===== src/rtl/proc_mem_arb_pkg.sv =====
// Shared types and constants for the instruction/data memory arbiter.
package proc_mem_arb_pkg;

  typedef enum logic [1:0] {
    OWNER_NONE   = 2'd0,
    OWNER_IMEM   = 2'd1,
    OWNER_DREAD  = 2'd2,
    OWNER_DWRITE = 2'd3
  } owner_e;

  localparam logic MEMREQ_READ  = 1'b0;
  localparam logic MEMREQ_WRITE = 1'b1;

endpackage


===== src/rtl/proc_mem_arb_resp.sv =====
// Remembers who owns the in-flight memory access and steers the returning
// data to that requester one cycle later.
module proc_mem_arb_resp
  import proc_mem_arb_pkg::*;
(
  input  logic        clk_i,
  input  logic        rst_i,
  input  logic        gnt_imem_i,
  input  logic        gnt_dmem_i,
  input  logic        dmem_type_i,
  input  logic [31:0] memresp_rdata_i,
  output logic        imemresp_val_o,
  output logic [31:0] imemresp_data_o,
  output logic        dmemresp_val_o,
  output logic [31:0] dmemresp_rdata_o
);

  owner_e owner_q, owner_d;

  always_comb begin
    owner_d = OWNER_NONE;
    if (gnt_imem_i) begin
      owner_d = OWNER_IMEM;
    end else if (gnt_dmem_i) begin
      owner_d = (dmem_type_i == MEMREQ_WRITE) ? OWNER_DWRITE : OWNER_DREAD;
    end
  end

  always_ff @(posedge clk_i) begin
    if (rst_i) begin
      owner_q <= OWNER_NONE;
    end else begin
      owner_q <= owner_d;
    end
  end

  // Gating on rst_i drops a response whose request was accepted just before reset.
  always_comb begin
    imemresp_val_o   = 1'b0;
    imemresp_data_o  = '0;
    dmemresp_val_o   = 1'b0;
    dmemresp_rdata_o = '0;
    if (!rst_i) begin
      unique case (owner_q)
        OWNER_IMEM: begin
          imemresp_val_o  = 1'b1;
          imemresp_data_o = memresp_rdata_i;
        end
        OWNER_DREAD: begin
          dmemresp_val_o   = 1'b1;
          dmemresp_rdata_o = memresp_rdata_i;
        end
        OWNER_DWRITE: begin
          dmemresp_val_o = 1'b1;
        end
        default: ;
      endcase
    end
  end

endmodule


===== src/rtl/proc_mem_arb.sv =====
// Arbitrates one single-ported, 1-cycle-latency memory between the fetch and
// data ports; data wins conflicts unless fetch has been starved too long.
module proc_mem_arb
  import proc_mem_arb_pkg::*;
#(
  parameter int unsigned STARVE_LIMIT = 4,
  parameter int unsigned CNT_W        = 16
)(
  input  logic             clk,
  input  logic             rst,
  input  logic             imemreq_val,
  output logic             imemreq_rdy,
  input  logic [31:0]      imemreq_addr,
  output logic             imemresp_val,
  output logic [31:0]      imemresp_data,
  input  logic             dmemreq_val,
  output logic             dmemreq_rdy,
  input  logic             dmemreq_type,
  input  logic [31:0]      dmemreq_addr,
  input  logic [31:0]      dmemreq_wdata,
  output logic             dmemresp_val,
  output logic [31:0]      dmemresp_rdata,
  output logic             memreq_val,
  output logic             memreq_type,
  output logic [31:0]      memreq_addr,
  output logic [31:0]      memreq_wdata,
  input  logic [31:0]      memresp_rdata,
  output logic [CNT_W-1:0] conflict_count
);

  localparam logic [3:0] STARVE_MAX = 4'(STARVE_LIMIT);

  logic             gnt_imem;
  logic             gnt_dmem;
  logic             conflict;
  logic [3:0]       starve_q, starve_d;
  logic [CNT_W-1:0] cnt_q, cnt_d;

  assign conflict = imemreq_val && dmemreq_val;

  always_comb begin
    gnt_imem = 1'b0;
    gnt_dmem = 1'b0;
    if (!rst) begin
      if (imemreq_val && (!dmemreq_val || (starve_q == STARVE_MAX))) begin
        gnt_imem = 1'b1;
      end else if (dmemreq_val) begin
        gnt_dmem = 1'b1;
      end
    end
  end

  assign imemreq_rdy = gnt_imem;
  assign dmemreq_rdy = gnt_dmem;

  always_comb begin
    memreq_val   = 1'b0;
    memreq_type  = MEMREQ_READ;
    memreq_addr  = '0;
    memreq_wdata = '0;
    if (gnt_imem) begin
      memreq_val  = 1'b1;
      memreq_addr = imemreq_addr;
    end else if (gnt_dmem) begin
      memreq_val   = 1'b1;
      memreq_type  = dmemreq_type;
      memreq_addr  = dmemreq_addr;
      memreq_wdata = dmemreq_wdata;
    end
  end

  // Denial run length of a waiting fetch; reaching STARVE_MAX forces the next grant.
  always_comb begin
    starve_d = '0;
    if (imemreq_val && !gnt_imem) begin
      starve_d = (starve_q == STARVE_MAX) ? starve_q : starve_q + 4'd1;
    end
  end

  always_comb begin
    cnt_d = cnt_q;
    if (conflict && (cnt_q != '1)) begin
      cnt_d = cnt_q + CNT_W'(1);
    end
  end

  always_ff @(posedge clk) begin
    if (rst) begin
      starve_q <= '0;
      cnt_q    <= '0;
    end else begin
      starve_q <= starve_d;
      cnt_q    <= cnt_d;
    end
  end

  assign conflict_count = cnt_q;

  proc_mem_arb_resp u_resp (
    .clk_i            (clk),
    .rst_i            (rst),
    .gnt_imem_i       (gnt_imem),
    .gnt_dmem_i       (gnt_dmem),
    .dmem_type_i      (dmemreq_type),
    .memresp_rdata_i  (memresp_rdata),
    .imemresp_val_o   (imemresp_val),
    .imemresp_data_o  (imemresp_data),
    .dmemresp_val_o   (dmemresp_val),
    .dmemresp_rdata_o (dmemresp_rdata)
  );

endmodule


===== config.mk =====
export PLATFORM = sky130hd
export DESIGN_NAME = proc_mem_arb
export DESIGN_NICKNAME = d
export VERILOG_FILES = /design/src/rtl/proc_mem_arb_pkg.sv /design/src/rtl/proc_mem_arb_resp.sv /design/src/rtl/proc_mem_arb.sv
export SDC_FILE = /design/constraint.sdc
export NUM_CORES = 1
export LEC_CHECK = 0
export CAP_MARGIN = 20
export CORE_AREA = 2 2 109 111
export DETAILED_ROUTE_END_ITERATION = 12
export DIE_AREA = 0 0 111 113
export HOLD_SLACK_MARGIN = 0.15
export SYNTH_ARGS = -nofsm -noshare
export SYNTH_HDL_FRONTEND = slang
export SYNTH_HIERARCHICAL = 1
export SYNTH_SLANG_ARGS = --single-unit

===== constraint.sdc =====
create_clock -name clk -period 2.9 [get_ports clk]
set_input_delay 0.58 -clock clk [delete_from_list [all_inputs] [get_ports clk]]
set_output_delay 0.58 -clock clk [all_outputs]
set_load 0.03 [all_outputs]

==> flow_summary.yaml, run 1 <==
outcome:
  outcome: "complete, no violations"
sta:
  final.setup.tns_ns: 0
  maxSlewViolCount: 0
  rsz0062_at_grt: "false"
  tightest_slew_ns: 0.444
  fmax_mhz: 355
  hold_viol_final: 0
  finClkSkew_ns: 0.00335
  fin_ws_ns: 0.0868
  period_needed_ns: 2.81
  finalSetupViolCount: 0
  slew_headroom_pct: 70.2
  period_share_pct: 97.0
floorplanning:
  die_w_um: 111
  die_area_mm2: 0.0125
  start_util_pct: 19.4
  die_h_um: 113
  io_pins: 283
  core-area_mm2: 0.0113
  num_rows: 39
hold_path:
  holdPathEnd: "starve_q[0]"
  hold_depth: 1
  hold_class: "reg -> reg"
  min_from: "starve_q[0]"
clock_network:
  clk_pin_slew_ns: 0.05
  holdBufCountCts: 0
  clock_latency_ns: 0.25
  cts_buffer_depth: 2
  cts_made_buffers: 3
  clock-sinks: 22
  cts_tree: "yes"
  htree_levels: 1
  post_cts_buffers: 0
  root_buffer: "clkbuf_16"
detailed_routing:
  wl_per_cell_um: 19.1
  drcViolationCount: 0
  drt_iter0_drc: 145
  via_per_inst: 4.59
  ant_nets: 0
  num_vias: 3210
  drt_wl_total_mm: 13.4
  dr.pass1.iters: 4
finish:
  area_growth_pct: 144
  diodes: 0
  final_area_mm2: 0.00534
  fin_nets: 694
  drive_above_1_share_pct: 34.2
synthesis:
  synth_commonest_cells: "and2_1 (69), a22o_1 (32), and2_2 (28)"
  yosysTopAreaCell: "dfxtp_1"
  seq_area_frac_synth_pct: 20.1
  yosysUniqueCellTypes: 46
  ys_seq_elements: 22
  synth_cells: 282
  synth.net_count: 418
  netlist.area_leader.share_pct: 20.1
  synthMostInstantiatedCell: "and2_1"
  synth_edf_count: 0
  netlist_area_mm2: 0.00219
  synth_area_leaders: "dfxtp_1 (20%), and2_1 (20%), a22o_1 (13%), and2_2 (9.6%), a21oi_1 (3.0%)"
  synth.avg_cell_area_um2: 7.75
  ys_async_sr_fraction_pct: 0
  synthFlopType: "dfxtp_1"
  ys_warn_count: 6
global_route:
  top_usage_layer: "met2"
  gr-total-overflow: 0
  grt_first_pass_wirelength_mm: 19.2
  grt.met1_usage_pct: 26.1
  grtUsageMet3_pct: 5.14
  met2_usage_pct: 33.4
  antenna_found_initial: 0
  grt_start_max_net_pins: 43
  gr-usage-all-layers_pct: 20.1
  grt_pass1_vias: 3120
critical_path:
  rr_startpoint: "conflict_count[1]"
  cp_num_buf_inv: 3
  cp_max_fo: 42
  cpLargestDelayFamily: "buffers and inverters"
  crit_required_ns: 2.32
  cpMaxStageDelayCell: "clkdlybuf4s50_1"
  arrival_ns: 2.23
  critPathLaunchType: "primary input"
  r2r_slack_ns: 1.02
  r2r_end: "conflict_count[9]"
  slowest_delay_ns: 0.55
  critPathKind: "in -> out"
  cp-end-kind: "primary output"
  ff2ff_path_depth: 6
  path_cells: "clkdlybuf4s50_1 > nand2b_1 > a21oi_4 > buf_12 > and2_1 > buf_12"
  crit_path_frequent_cell: "buf_12"
placement:
  gp_congestion: 0.883
  post-place-ws_ns: 0.0906
  io_buffer_count: 282
  dpl_cell_area_mm2: 0.00526
  post-dp-hpwl_mm: 11.5
flow_run:
  maxCapViolCount: 0
power:
  p_leak_uw: 0.00229
  powerDensity_mw_per_mm2: 224
  max-vdd-ir-drop_mv: 0.187
-- cells in the final DEF (no fill, tap or decap), drive strengths merged, types with 5 or more instances in the layout --
master / n
or4: 5
a22o: 32
buf: 142
and2: 97
nor2: 16
nand2: 10
or3: 6
a21oi: 13
dfxtp: 22
nand4: 5
nand3: 6
clkdlybuf4s50: 149
o31ai: 6
-- where the power goes --
| part | internal (uW) | switching [uW] |
|---|---|---|
| sequential | 306 | 5.10 |
| clock | 182 | 103 |
| combinational | 330 | 271 |
| total | 818 | 380 |
-- worst max path at each step --
stage	from	end	slack, ns	cells after the start
after global placement	rst	memreq_wdata[25]	0.11	6
after detailed placement	rst	memreq_wdata[22]	0.09	6
final	rst	memreq_wdata[7]	0.09	6
after floorplan	starve_q[0]	memreq_wdata[22]	0.59	7
after global routing	rst	memreq_wdata[8]	0.03	6
after CTS	rst	memreq_wdata[22]	0.07	6
-- worst register-to-register path: stages (launching register included) --
cell and delay (ns):
dfxtp_1 0.50, ha_1 0.33, nand3_1 0.15, nor4_4 0.36, buf_4 0.25, or4_1 0.13, a21oi_1 0.06
-- routing by layer --
| layer | vias up | wire length (um) |
|---|---|---|
| met3 | 13 | 1180 |
| met1 | 1448 | 5620 |
| met2 | 203 | 6290 |
| met4 | 0 | 293 |
| met5 | - | 0 |
| li1 | 1546 | - |
-- timing repair --
action / CTS / global route
endpoints found under the hold margin: 0 / 0
resized for setup: 0 / 2
endpoints found under the setup margin: 0 / 1
-- cells by family after synthesis --
| group | after synthesis | share of synthesized area, % |
|---|---|---|
| AOI/OAI and AO/OA | 61 | 20.8 |
| xor gates and xnor gates | 1 | 0.401 |
| adders and majority gates | 3 | 1.72 |
| buffers and inverters | 24 | 5.44 |
| DFF | 22 | 20.1 |
| muxes | 3 | 1.49 |
| and+or+nand+nor | 168 | 50.0 |
-- state kept, by name (all words and copies together) (netlist names) --
signal and flops:
conflict_count 16, u_resp/owner_q 2, starve_q 4
-- per-stage QoR --
stage	utilization, %	hold WS, ns	instances	total power [uW]
floorplan	-	0.430	282	539
global placement	46.6	0.442	696	918
detailed placement	46.6	0.460	696	921
CTS	47.3	0.467	699	1210
global route	47.3	0.513	699	1250
finish	47.3	0.469	699	1200
-- area by class of cell --
type                    instances  area (um^2)
repair buffers                291         2990
multi-input cells             236         1640
fillers                      1091         5940
well taps                     143          179
inverters                       4         15.0
clock buffers                   3         75.1
flip-flops and latches         22          440
Note: power is estimated with default switching activity, not from simulation.
==> run 2, diff against run 1 <==
==> constraint.sdc (replaced) <==
create_clock -name clk -period 2.9 [get_ports clk]
set_input_delay 0.58 -clock clk [delete_from_list [all_inputs] [get_ports clk]]
set_output_delay 0.58 -clock clk [all_outputs]
set_load 0.05 [all_outputs]
==> run 2 against run 1 <==
Against the previous run:
- global-route usage grew 2.0 points
- clock-buffer cell count increased by 1
- maximum frequency rose by 1.9%
- non-clock buffer count grew 1
- sequential power hardly changed
- power increased by 23%
- first-iteration DRC count shrank 12%
- clock power increased by 12%
- die area unchanged
- routed wire length is 9.4% higher
==> flow_summary.yaml, run 2 (synthesis gave the netlist of run 1 again) <==
critical_path:
  startpoint: "rst"
  r2r_end: "conflict_count[5]"
  critical_path.endpoint: "dmemresp_rdata[13]"
  crit_path_frequent_cell: "buf_12"
  cpMaxStageDelayCell: "clkdlybuf4s50_1"
  crit_required_ns: 2.32
  cp.depth: 6
  critPathKind: "in -> out"
  arrival_ns: 2.18
  cp_num_buf_inv: 4
  r2r_slack_ns: 0.70
  cp-end-kind: "primary output"
  slowest_delay_ns: 0.48
  ff2ff_path_depth: 5
  path_cells: "clkdlybuf4s50_1 > buf_4 > nor3b_2 > buf_12 > and2_2 > buf_12"
  critPathLaunchType: "primary input"
  cpLargestDelayFamily: "buffers and inverters"
  cp_max_fo: 25
  rr_startpoint: "conflict_count[1]"
clock_network:
  clk_pin_slew_ns: 0.06
  holdBufCountCts: 0
  ctsResizeCount: 0
  post_cts_buffers: 0
  htree_levels: 1
  root_buffer: "clkbuf_16"
  clock_latency_ns: 0.25
  cts_tree: "yes"
  clock-sinks: 22
  cts_made_buffers: 3
  cts_buffer_depth: 2
detailed_routing:
  num_vias: 3281
  wl_per_cell_um: 20.9
  dr.pass1.iters: 4
  drt_iter0_drc: 128
  ant_nets: 0
  drt_wl_total_mm: 14.6
  via_per_inst: 4.68
  drcViolationCount: 0
finish:
  final_common_cell: "clkdlybuf4s50_1"
  area_growth_pct: 204
  fin_nets: 695
  final_cell_mix: "clkdlybuf4s50_1 (148), buf_12 (137), and2_1 (69)"
  largest_register_ffs: 16
  fill_cells: 926
  drive_above_1_share_pct: 34.4
  diodes: 0
global_route:
  gr-usage-all-layers_pct: 22.0
  grt_pass1_vias: 3320
  antenna_found_initial: 0
  grt_first_pass_wirelength_mm: 21.0
  grt_start_max_net_pins: 50
  gr-total-overflow: 0
sta:
  slew_headroom_pct: 46.3
  fin_ws_ns: 0.139
  final.setup.tns_ns: 0
  tightest_slew_ns: 0.799
  maxSlewViolCount: 0
  period_needed_ns: 2.76
  rsz0062_at_grt: "false"
  hold_viol_final: 0
  finClkSkew_ns: 0.00227
  fmax_mhz: 362
  period_share_pct: 95.2
  finalSetupViolCount: 0
hold_path:
  hold_class: "reg -> reg"
placement:
  post-dp-hpwl_mm: 12.7
  io_buffer_count: 282
  gp_congestion: 0.892
  post-place-ws_ns: 0.167
flow_run:
  maxCapViolCount: 0
floorplanning:
  io_pins: 283
  die_w_um: 111
  start_util_pct: 19.4
  die_h_um: 113
  core-area_mm2: 0.0113
  die_area_mm2: 0.0125
  num_rows: 39
outcome:
  outcome: "complete, no violations"
power:
  max-vdd-ir-drop_mv: 0.258
  powerDensity_mw_per_mm2: 221
  p_leak_uw: 0.00261
==> run 2: how the worst min path moves through the flow <==
stage | endpoint | cells after the start | startpoint
CTS | starve_q[0] | 1 | starve_q[0]
detailed placement | starve_q[0] | 1 | starve_q[0]
global placement | starve_q[0] | 1 | starve_q[0]
finish | starve_q[0] | 1 | starve_q[0]
global route | starve_q[0] | 1 | starve_q[0]
floorplan | starve_q[0] | 1 | starve_q[0]
==> run 2: through the flow <==
stage               instance area (um^2)  std cells  hold slack (ns)  util, %  power, uW
global route                        6640        701            0.501     58.9       1520
detailed placement                  6550        697            0.487     58.1       1160
global placement                    6550        697            0.441     58.1       1160
CTS                                 6640        701            0.495     58.9       1480
finish                              6640        701            0.494     58.9       1470
floorplan                           2190        282            0.430        -        636
==> run 2: where the power goes <==
group	switching, uW	total [uW]	internal, uW
combinational	397	841	444
sequential	5.34	311	306
clock	107	318	210
total	509	1470	960
==> run 2: final cells by class <==
class	instances	area, um^2	area share, %
inverters	4	15.0	0.226
well taps	143	179	2.70
multi-input cells	236	1640	24.7
repair buffers	292	4280	64.4
flip-flops and latches	22	440	6.64
clock buffers	4	88.8	1.34
==> run 2: metal layers <==
layer	share of wire (%)	GRT usage, %
met5	0	0
met4	2.1	4.83
met1	37	25.5
met2	50	39.5
met3	11	7.61
==> run 3, diff against run 2 <==
--- a/config.mk
+++ b/config.mk
@@ -9,7 +9,7 @@
 export CORE_AREA = 2 2 109 111
 export DETAILED_ROUTE_END_ITERATION = 12
 export DIE_AREA = 0 0 111 113
-export HOLD_SLACK_MARGIN = 0.15
+export HOLD_SLACK_MARGIN = 0.05
 export SYNTH_ARGS = -nofsm -noshare
 export SYNTH_HDL_FRONTEND = slang
 export SYNTH_HIERARCHICAL = 1
==> results of run 3 <==
Same layout as run 2: the final DEF is identical, and so are final timing and power.
